$ cat src/rtl/serial_adder_seq.sv
// Bit-serial add/subtract engine: one full-adder slice with a registered carry,
// LSB first, framed by valid/ready handshakes on operands and result.

module full_adder (
  input  logic a,
  input  logic b,
  input  logic cin,
  output logic s,
  output logic co
);
  assign s  = a ^ b ^ cin;
  assign co = (a & b) | (cin & (a ^ b));
endmodule

module serial_adder_seq #(
  parameter int WIDTH = 8
) (
  input  logic             clk,
  input  logic             rst_n,
  input  logic             in_valid,
  output logic             in_ready,
  input  logic [WIDTH-1:0] a,
  input  logic [WIDTH-1:0] b,
  input  logic             sub,
  output logic             out_valid,
  input  logic             out_ready,
  output logic [WIDTH-1:0] sum,
  output logic             cout,
  output logic             overflow,
  output logic             busy
);

  localparam logic [1:0] IDLE = 2'd0;
  localparam logic [1:0] RUN  = 2'd1;
  localparam logic [1:0] DONE = 2'd2;

  localparam int              CW   = (WIDTH > 1) ? $clog2(WIDTH) : 1;
  localparam logic [CW-1:0]   LAST = CW'(WIDTH - 1);

  logic [1:0]       state;
  logic [1:0]       state_next;
  logic [WIDTH-1:0] sa;
  logic [WIDTH-1:0] sb;
  logic [WIDTH-2:0] res;
  logic             carry;
  logic [CW-1:0]    cnt;
  logic [WIDTH-1:0] sum_q;
  logic             cout_q;
  logic             ovf_q;

  logic             fa_s;
  logic             fa_co;
  logic [WIDTH-1:0] res_shift;
  logic             last_bit;

  full_adder u_fa (
    .a   (sa[0]),
    .b   (sb[0]),
    .cin (carry),
    .s   (fa_s),
    .co  (fa_co)
  );

  // New sum bit enters from the MSB side; after WIDTH shifts bit 0 is the LSB.
  assign res_shift = {fa_s, res};
  assign last_bit  = (cnt == LAST);

  // NOTE: every signal written in always_comb gets a default first, so no path
  // leaves it unassigned and no latch is inferred.
  always_comb begin
    state_next = state;
    case (state)
      IDLE:    if (in_valid)  state_next = RUN;
      RUN:     if (last_bit)  state_next = DONE;
      DONE:    if (out_ready) state_next = IDLE;
      default:                state_next = IDLE;
    endcase
  end

  // NOTE: sequential state uses non-blocking assignments so every register
  // samples pre-edge values, independent of statement order.
  always_ff @(posedge clk) begin
    if (!rst_n) begin
      state  <= IDLE;
      sa     <= '0;
      sb     <= '0;
      res    <= '0;
      carry  <= 1'b0;
      cnt    <= '0;
      sum_q  <= '0;
      cout_q <= 1'b0;
      ovf_q  <= 1'b0;
    end else begin
      state <= state_next;
      case (state)
        IDLE: begin
          if (in_valid) begin
            sa    <= a;
            sb    <= sub ? ~b : b;
            // Subtract is A + ~B + 1; the +1 rides in on the initial carry.
            carry <= sub;
            cnt   <= '0;
          end
        end
        RUN: begin
          sa    <= {1'b0, sa[WIDTH-1:1]};
          sb    <= {1'b0, sb[WIDTH-1:1]};
          res   <= res_shift[WIDTH-1:1];
          carry <= fa_co;
          cnt   <= cnt + 1'b1;
          if (last_bit) begin
            sum_q  <= res_shift;
            cout_q <= fa_co;
            // carry holds the carry into the MSB on this edge.
            ovf_q  <= carry ^ fa_co;
          end
        end
        default: ;
      endcase
    end
  end

  assign in_ready  = (state == IDLE);
  assign out_valid = (state == DONE);
  assign busy      = (state != IDLE);
  assign sum       = sum_q;
  assign cout      = cout_q;
  assign overflow  = ovf_q;

endmodule

$ cat config.mk
export PLATFORM = sky130hd
export DESIGN_NAME = serial_adder_seq
export DESIGN_NICKNAME = d
export VERILOG_FILES = /design/src/rtl/serial_adder_seq.sv
export SDC_FILE = /design/constraint.sdc
export NUM_CORES = 1
export LEC_CHECK = 0
export BUFFER_PORTS_ARGS = -buffer_cell sky130_fd_sc_hd__buf_2
export CAP_MARGIN = 0
export CORE_MARGIN = 5
export CORE_UTILIZATION = 50
export DETAILED_ROUTE_END_ITERATION = 8
export PLACE_DENSITY = 0.74
export SKIP_LAST_GASP = 1
export SLEW_MARGIN = 20
export SYNTH_ARGS = -nofsm -noshare
export SYNTH_HDL_FRONTEND = slang
export SYNTH_SLANG_ARGS = --single-unit
$ cat constraint.sdc
create_clock -name clk -period 3.1 [get_ports clk]
set_clock_uncertainty 0.15 [all_clocks]
set_input_delay 0.31 -clock clk [delete_from_list [all_inputs] [get_ports clk]]
set_output_delay 0.31 -clock clk [all_outputs]
set_load 0.1 [all_outputs]
After elaboration in Yosys (flattened, before gate mapping)
Cells that the tools add are included.
{"block": "totals", "elab_cells": 42, "register_bits": 39, "output_inout_bits": 13}
{"block": "op_classes", "reduce_logical": 6, "n_addsub": 1, "mux": 13, "bitwise": 7, "eq_ne": 6}
{"operator": "$pmux W8 S2", "count": 2}
{"operator": "$mux W8", "count": 3}
{"operator": "$not A8 Y8", "count": 1}
{"operator": "$mux W2", "count": 3}
{"operator": "$pmux W2 S3", "count": 1}
{"operator": "$pmux W3 S2", "count": 1}
{"operator": "$ne A2 B2 Y1 const B", "count": 2}
{"operator": "$reduce_and A2 Y1", "count": 2}
{"operator": "$reduce_bool A2 Y1", "count": 2}
{"operator": "$add A3 B1 Y3 const B", "count": 1}
{"operator": "$eq A3 B3 Y1 const B", "count": 1}
{"operator": "$mux W3", "count": 1}
{"operator": "$reduce_and A3 Y1", "count": 1}
{"operator": "$xor A1 B1 Y1", "count": 3}
{"operator": "$and A1 B1 Y1", "count": 2}
{"operator": "$eq A2 B1 Y1 const B", "count": 1}
{"operator": "$eq A2 B2 Y1 const B", "count": 1}
{"operator": "$logic_not A2 Y1", "count": 1}
{"operator": "$ne A2 B1 Y1 const B", "count": 1}
{"operator": "$pmux W1 S2", "count": 1}
{"operator": "$mux W1", "count": 1}
{"operator": "$or A1 B1 Y1", "count": 1}

Longest topological paths before layout
Gate-level depths: netlist of run 1.
{"block": "logic_depth", "word_depth": 4, "ltp_mapped": 6, "ltp_nobuf": 5}

Hierarchy
A second synthesis of run 1 with hierarchy kept.
{"block": "hier_totals", "hier_cells": 191, "hier_area_um2": 1691.6}
{"mod": "serial_adder_seq", "instances": 1, "seq_area_each_um2": 780.7, "area_each_um2": 1671.6, "cells_per_inst": 190}
{"mod": "full_adder", "instances": 1, "seq_area_each_um2": 0.0, "area_each_um2": 20.0, "cells_per_inst": 1}

Least setup slack after synthesis of run 1
Ideal clock, no wire load.
{"block": "synth_timing", "path_type": "reg-to-output", "startpoint": "register state[1]", "endpoint": "output port in_ready", "path_stages_with_launch": 5, "required_time_ns": 2.640, "setup_slack_ns": 0.576, "n_path_buf": 1, "t_arrival_ns": 2.064, "cell_sequence": "dfxtp_1 > buf_2 > clkinv_1 > nand2_1 > inv_1"}
{"block": "synth_between", "elab_chain_cells": 1}
{"item": "start, declared", "line": "40", "text": "logic [1:0] state;"}
{"item": "start signal, assigned", "line": "94", "text": "state <= state_next;"}
{"item": "$logic_not A2 Y1", "line": "123", "text": "assign in_ready = (state == IDLE);"}
{"item": "end, declared", "line": "21", "text": "output logic in_ready,"}
No other way between the ends.

Worst setup path in the final report of run 1
{"block": "layout_timing", "startpoint": "register state[0]", "endpoint": "output port busy"}
{"block": "layout_between", "elab_chain_cells": 1}
{"item": "$reduce_bool A2 Y1", "line": "125", "text": "assign busy = (state != IDLE);"}
{"item": "end, declared", "line": "30", "text": "output logic busy"}
No other way between the ends.

==> run summary, run 1 <==
setup repair after global routing missed its margin -> no
Final Worst Setup Slack -> 634.6 ps
Compound-Gate Fraction of Synth Area -> 23.42%
syn avg cell area -> 8.713 sq um
ys flop type -> dfxtp_1
chip height -> 68.30 um
reg2reg start -> state[0]
pre-CTS WS -> 1028 ps
DRC -> 0
simple-gate share of the synthesized area -> 16.64%
total global-route track usage -> 15.38%
switch share -> 27.05%
Hold Crit Start -> b[6]
#FFs+latches synth -> 39
Worst EP required -> 2640 ps
hpwl dp -> 2320 um
floorplan core area -> 3311 sq um
clock root cell -> clkbuf_4
Hold WS -> 94.02 ps
Setup crit end -> busy
worst r2r path cells -> 3
Worst R2R End -> sb[1]
post-route ant nets -> 0
Tcrit/Tclk final -> 79.53%
Pleak -> 0.7543 nW
H-tree depth -> 2
sequential power share -> 60.1%
Mapped Nets -> 219
clk_lat worst skew -> 340 ps
largest net degree at the start of global routing -> 31
area share of fa/ha/maj cells after synthesis -> 2.651%
Placement Rows -> 21
DIE AREA -> 4664 sq um
setup_tns -> 0 ps
crit path DAT -> 2010 ps
Syn. warnings -> 0
post-synth top area cell -> dfxtp_1
Reg clk slew, reported paths -> 100 ps
Worst-Margin Slew -> 832.9 ps
Synth top area share -> 45.95%
number of synthesized flops with an enable pin -> 0
Synth cell types -> 35
vias in the first global route -> 1210
crit start category -> register
fin nets -> 247
status -> complete, no violations
first-pass GRT wire length -> 5361 um
Post-CTS Setup Bufs -> 0
antenna cell count -> 0
max-cap violations -> 0
port bufs -> 33
critical path class -> register to output pin
CP Capture Type -> output pin
Int Pwr -> 0.0006609 W
HP Class -> input port to register
Clock power frac -> 26.5%
clk buf depth -> 2
DR WL/cell -> 12.13 um
fmax -> 0.4056 GHz
Resized cells post-CTS -> 0
initial antenna violation count -> 0
largest cells by area after synthesis -> dfxtp_1 (46%), nand2_1 (9.3%), a21oi_1 (7.4%)
Final Wtd Congestion -> 0.7689
Slowest cell on crit path -> dfxtp_1
CTS tree -> built
mapped cell area -> 1699 sq um
fraction of layout cells with a size suffix above 1 -> 20.54%
Switch Pwr -> 0.0002450 W
CP Launch Point -> state[0]
hold buffers post-CTS -> 0
combinational share of power -> 13.5%
CP Max Fanout -> 16
hold violation total from the final report -> 0
Syn Inst Count -> 195
largest family of logic cells by synthesized area -> compound AO/OA/AOI/OAI gates
vias per inst -> 5.178
Layout area overhead -> 11.05%
mux cell area share after synthesis -> 0.5891%
I/O pin count -> 34
commonest non-fill, non-tap cell in the layout -> nand2_1
Synth Area in XOR/XNOR -> 4.639%
GR Overflow Total -> 0
max-slew violation count -> 0
drt pass-1 iters -> 4
starting density of the core -> 51.32%
TritonCTS Sinks -> 39
peak supply drop -> 0.2246 mV
Worst path depth -> 3
Crit path max-delay family -> buffers and inverters
crit path cell chain -> clkinv_1 > nand2_1 > buf_2
sequential fraction of the synthesis area -> 45.95%
Post-synth ARST share -> 0%
R2R setup slack -> 1340 ps
drt first-iter violations -> 146
sum of buffers and inverters on the critical path -> 2
commonest non-fill, non-tap cells in the layout -> nand2_1 (42), dfxtp_1 (39), buf_2 (33), a21oi_1 (25), o21ai_0 (16)
Die Width -> 68.30 um
min cycle time layout -> 2465 ps
Hold Path Depth -> 4
via count -> 1398
CTS Buf Count -> 5
slowest stage delay, CP -> 660 ps
total routed wirelength -> 3275 um
pwr/cell area -> 480.2 nW/um^2
final setup fails -> 0
Rel. slew slack -> 44.42%
tightest hold or removal path, delay by kind of cell:
kind | cells | cell delay, ps
xor+xnor | 1 | 50
buf+inv | 1 | 80
simple gates | 1 | 50
compound gates | 1 | 50
cell type report:
type / instances / area, sq um
fill: 318 / 1424
clock buffer: 7 / 45.04
inverter: 5 / 18.77
multi-input combinational: 139 / 814.5
sequential: 39 / 780.7
timing repair buffer: 33 / 165.2
tap: 46 / 57.56
clock inverter: 1 / 5.005
power by group through the flow:
stage / clock, W / combinational (W) / sequential (W)
after floorplan: 0 / 0.000107 / 0.000547
after global placement: 0 / 0.000121 / 0.000555
after detailed placement: 0 / 0.000121 / 0.000556
after CTS: 0.000248 / 0.000122 / 0.000544
after global routing: 0.000262 / 0.000135 / 0.000548
final: 0.000240 / 0.000122 / 0.000544
kinds of logic after synthesis:
kind of cell    Yosys count
fa+ha+maj                 3
mux                       1
buf+inv                  17
compound gates           65
flops                    39
xor+xnor                  9
simple gates             61
sequential cells by signal (all words and copies together), names as in the netlist:
name      cells
res           7
cout          1
sb            8
sa            8
state         2
cnt           3
carry         1
overflow      1
sum           8
metrics by stage:
| step | cell area, sq um | utilization (%) | power (W) | instances |
|---|---|---|---|---|
| after CTS | 1887 | 56.99 | 0.0009144 | 270 |
| final | 1887 | 56.99 | 0.0009060 | 270 |
| after global placement | 1837 | 55.48 | 0.0006752 | 262 |
| after detailed placement | 1837 | 55.48 | 0.0006768 | 262 |
| after floorplan | 1699 | - | 0.0006533 | 195 |
| after global routing | 1887 | 56.99 | 0.0009448 | 270 |
worst min path at each step:
stage | slack [ps] | to
2_1_floorplan | 280 | sum[0]
3_5_place_dp | 290 | sum[1]
4_1_cts | 80 | sb[6]
5_1_grt | 110 | sb[6]
6_report | 90 | sb[6]
3_3_place_gp | 290 | sum[0]
cell usage after synthesis, drive strengths merged (2+ instances only):
library cell	instances
clkbuf	4
buf	8
o21ai	17
nor2	8
xor2	8
a21oi	25
nand2	42
inv	3
clkinv	2
ha	2
dfxtp	39
o22ai	4
a22oi	10
and2b	2
o2bb2ai	4
nand2b	2
per-layer routing:
layer,track usage (%),share of wire (%),vias to the layer above
met1,21.13,50,630
met2,21.78,42,34
met5,0,0,-
met4,8.933,2.8,0
li1,-,-,724
met3,3.612,5.2,10
No activity file was read; power rests on OpenSTA's default activity.
==> inputs of run 2 (changes only) <==
- ABC_AREA: not set -> 1
- CORE_UTILIZATION: 50 -> 49
- PLACE_DENSITY: 0.74 -> 0.75
- clock period: 3.1 -> 2 ns (I/O delays scaled with it)
==> run summary, run 2 <==
status -> complete, no violations (unchanged)
peak supply drop -> 0.7055 mV (was 0.2246 mV)
pwr/cell area -> 832.1 nW/um^2 (was 480.2 nW/um^2)
antenna cell count -> 0 (unchanged)
total global-route track usage -> 16.91% (was 15.38%)
most common cell in the synthesized netlist -> nand2_1 (unchanged)
initial antenna violation count -> 0 (unchanged)
Post-synth top cells -> nand2_1 (67), nor2_1 (61), dfxtp_1 (39) (was nand2_1 (42), dfxtp_1 (39), a21oi_1 (25))
Worst EP required -> 1650 ps (was 2640 ps)
GR Overflow Total -> 0 (unchanged)
Synth Area in XOR/XNOR -> 0.9655% (was 4.639%)
critical path class -> register to output pin (unchanged)
Hold Path Depth -> 4 (unchanged)
crit path cell chain -> inv_1 > nand2_1 > buf_2 (was clkinv_1 > nand2_1 > buf_2)
I/O pin count -> 34 (unchanged)
starting density of the core -> 49.93% (was 51.32%)
Post-synth ARST share -> 0% (unchanged)
Synth top area share -> 43.03% (was 45.95%)
CP Capture Type -> output pin (unchanged)
fmax -> 0.5848 GHz
port bufs -> 33 (unchanged)
hold violation total from the final report -> 0 (unchanged)
crit path DAT -> 1360 ps (was 2010 ps)
clk buf depth -> 2 (unchanged)
DR WL/cell -> 11.07 um (was 12.13 um)
multi-input logic area -> 839.6 sq um (was 814.5 sq um)
crit start category -> register (unchanged)
final setup fails -> 0 (unchanged)
largest net degree at the start of global routing -> 27 (was 31)
Synth cell types -> 19 (was 35)
HP Class -> input port to register (unchanged)
simple-gate share of the synthesized area -> 35.79% (was 16.64%)
clock root cell -> clkbuf_8 (was clkbuf_4)
CTS Buf Count -> 5 (unchanged)
mux cell area share after synthesis -> 0% (was 0.5891%)
worst r2r path cells -> 5 (was 3)
Slowest cell on crit path -> dfxtp_1 (unchanged)
Final Wtd Congestion -> 0.8387 (was 0.7689)
mapped cell area -> 1814 sq um (was 1699 sq um)
via count -> 1672 (was 1398)
commonest non-fill, non-tap cell in the layout -> nand2_1 (unchanged)
area share of fa/ha/maj cells after synthesis -> 2.483% (was 2.651%)
fin nets -> 323 (was 247)
largest cells by area after synthesis -> dfxtp_1 (43%), nand2_1 (14%), nor2_1 (13%) (was dfxtp_1 (46%), nand2_1 (9.3%), a21oi_1 (7.4%))
CP Max Fanout -> 4 (was 16)
ys flop type -> dfxtp_1 (unchanged)
Pleak -> 1.114 nW (was 0.7543 nW)
Tcrit/Tclk final -> 85.50%
Placement Rows -> 22 (was 21)
chip height -> 70.85 um (was 68.30 um)
Syn. warnings -> 0 (unchanged)
Worst-Margin Slew -> 572.0 ps (was 832.9 ps)
post-synth top area cell -> dfxtp_1 (unchanged)
CTS tree -> built (unchanged)
#FFs+latches synth -> 39 (unchanged)
drt pass-1 iters -> 5 (was 4)
vias per inst -> 4.805 (was 5.178)
DRC -> 0 (unchanged)
vias in the first global route -> 1541 (was 1210)
max-slew violation count -> 0 (unchanged)
min cycle time layout -> 1710 ps
syn avg cell area -> 6.795 sq um (was 8.713 sq um)
Die Width -> 70.85 um (was 68.30 um)
DIE AREA -> 5020 sq um (was 4664 sq um)
fraction of layout cells with a size suffix above 1 -> 17.00% (was 20.54%)
drt first-iter violations -> 78 (was 146)
hpwl dp -> 2674 um (was 2320 um)
Mapped Nets -> 291 (was 219)
slowest stage delay, CP -> 480 ps (was 660 ps)
Compound-Gate Fraction of Synth Area -> 6.897% (was 23.42%)
largest family of logic cells by synthesized area -> simple AND/OR/NAND/NOR gates (was compound AO/OA/AOI/OAI gates)
Syn Inst Count -> 267 (was 195)
Reg clk slew, reported paths -> 70 ps (was 100 ps)
floorplan core area -> 3633 sq um (was 3311 sq um)
clk_lat worst skew -> 290 ps (was 340 ps)
Layout area overhead -> 15.93% (was 11.05%)
Rel. slew slack -> 61.82% (was 44.42%)
final design area excluding fillers -> 2103 sq um (was 1887 sq um)
Post-DP Area -> 1976 sq um (was 1837 sq um)
setup repair after global routing missed its margin -> no (unchanged)
post-route ant nets -> 0 (unchanged)
fillers -> 378 (was 318)
TritonCTS Sinks -> 39 (unchanged)
H-tree depth -> 2 (unchanged)
max-cap violations -> 0 (unchanged)
first-pass GRT wire length -> 6768 um (was 5361 um)
Register Area -> 780.7 sq um (unchanged)
sequential fraction of the synthesis area -> 43.03% (was 45.95%)
total routed wirelength -> 3852 um (was 3275 um)
Finished Core Util -> 57.89% (was 56.99%)
setup_tns -> 0 ps (unchanged)
commonest non-fill, non-tap cells in the layout -> nand2_1 (67), nor2_1 (60), dfxtp_1 (39), buf_2 (33), nand3_1 (27) (was nand2_1 (42), dfxtp_1 (39), buf_2 (33), a21oi_1 (25), o21ai_0 (16))
number of synthesized flops with an enable pin -> 0 (unchanged)
[run 2: area by class of cell]
cell class,count,area share (%)
repair buffers,37,9.399
clock buffers,6,3.926
inverters,28,5.116
clock inverters,2,1.666
multi-input cells,188,39.92
flip-flops and latches,39,37.12
well taps,48,2.855
[run 2: worst max-delay path, delay by kind of cell (launching register included)]
family                 cells  cell delay, ps
buffers and inverters      2             500
DFF                        1             480
and+or+nand+nor            1              90
[run 2: per-layer routing]
metal / vias to the layer above / track usage [%] / wire length, um
met2: 37 / 27.70 / 1872
met3: 4 / 5.682 / 215
li1: 882 / - / -
met5: - / 0 / 0
met4: 0 / 6.263 / 55
met1: 749 / 20.60 / 1709
[run 2: logic make-up after synthesis]
group           Yosys count
flops                    39
buf+inv                  40
compound gates           25
simple gates            158
fa+ha+maj                 3
xor+xnor                  2
[run 2: worst paths after layout]
kind | slack [ps] | from | endpoint
hold / removal | 20 | out_ready | state[1]
setup reg to reg | 470 | state[0] | sum[7]
hold reg to reg | 330 | cout | cout
setup / recovery | 290 | state[0] | busy
[run 2: report_power, final]
| group | switching (W) | total [W] | internal, W | leakage [nW] |
|---|---|---|---|---|
| clock network | 0.000273 | 0.000677 | 0.000403 | 0.0612 |
| logic | 0.000152 | 0.000229 | 0.0000777 | 0.734 |
| registers | 0.0000277 | 0.000844 | 0.000816 | 0.319 |
[run 2: metrics by stage]
stage,total power (W),setup slack (ps),hold slack [ps],std cells
3_3_place_gp,0.001085,541.6,293.1,339
6_report,0.001750,289.9,16.61,348
2_1_floorplan,0.001033,97.92,185.7,267
5_1_grt,0.001840,197.3,26.52,348
3_5_place_dp,0.001089,471.8,314.9,339
4_1_cts,0.001769,271.1,3.959,348
[run 2: timing repair]
action | in CTS | in global routing
resized for setup | 0 | 0
buffers inserted | 0 | 0
hold buffers | 1 | 0
hold endpoints to repair | 1 | 0
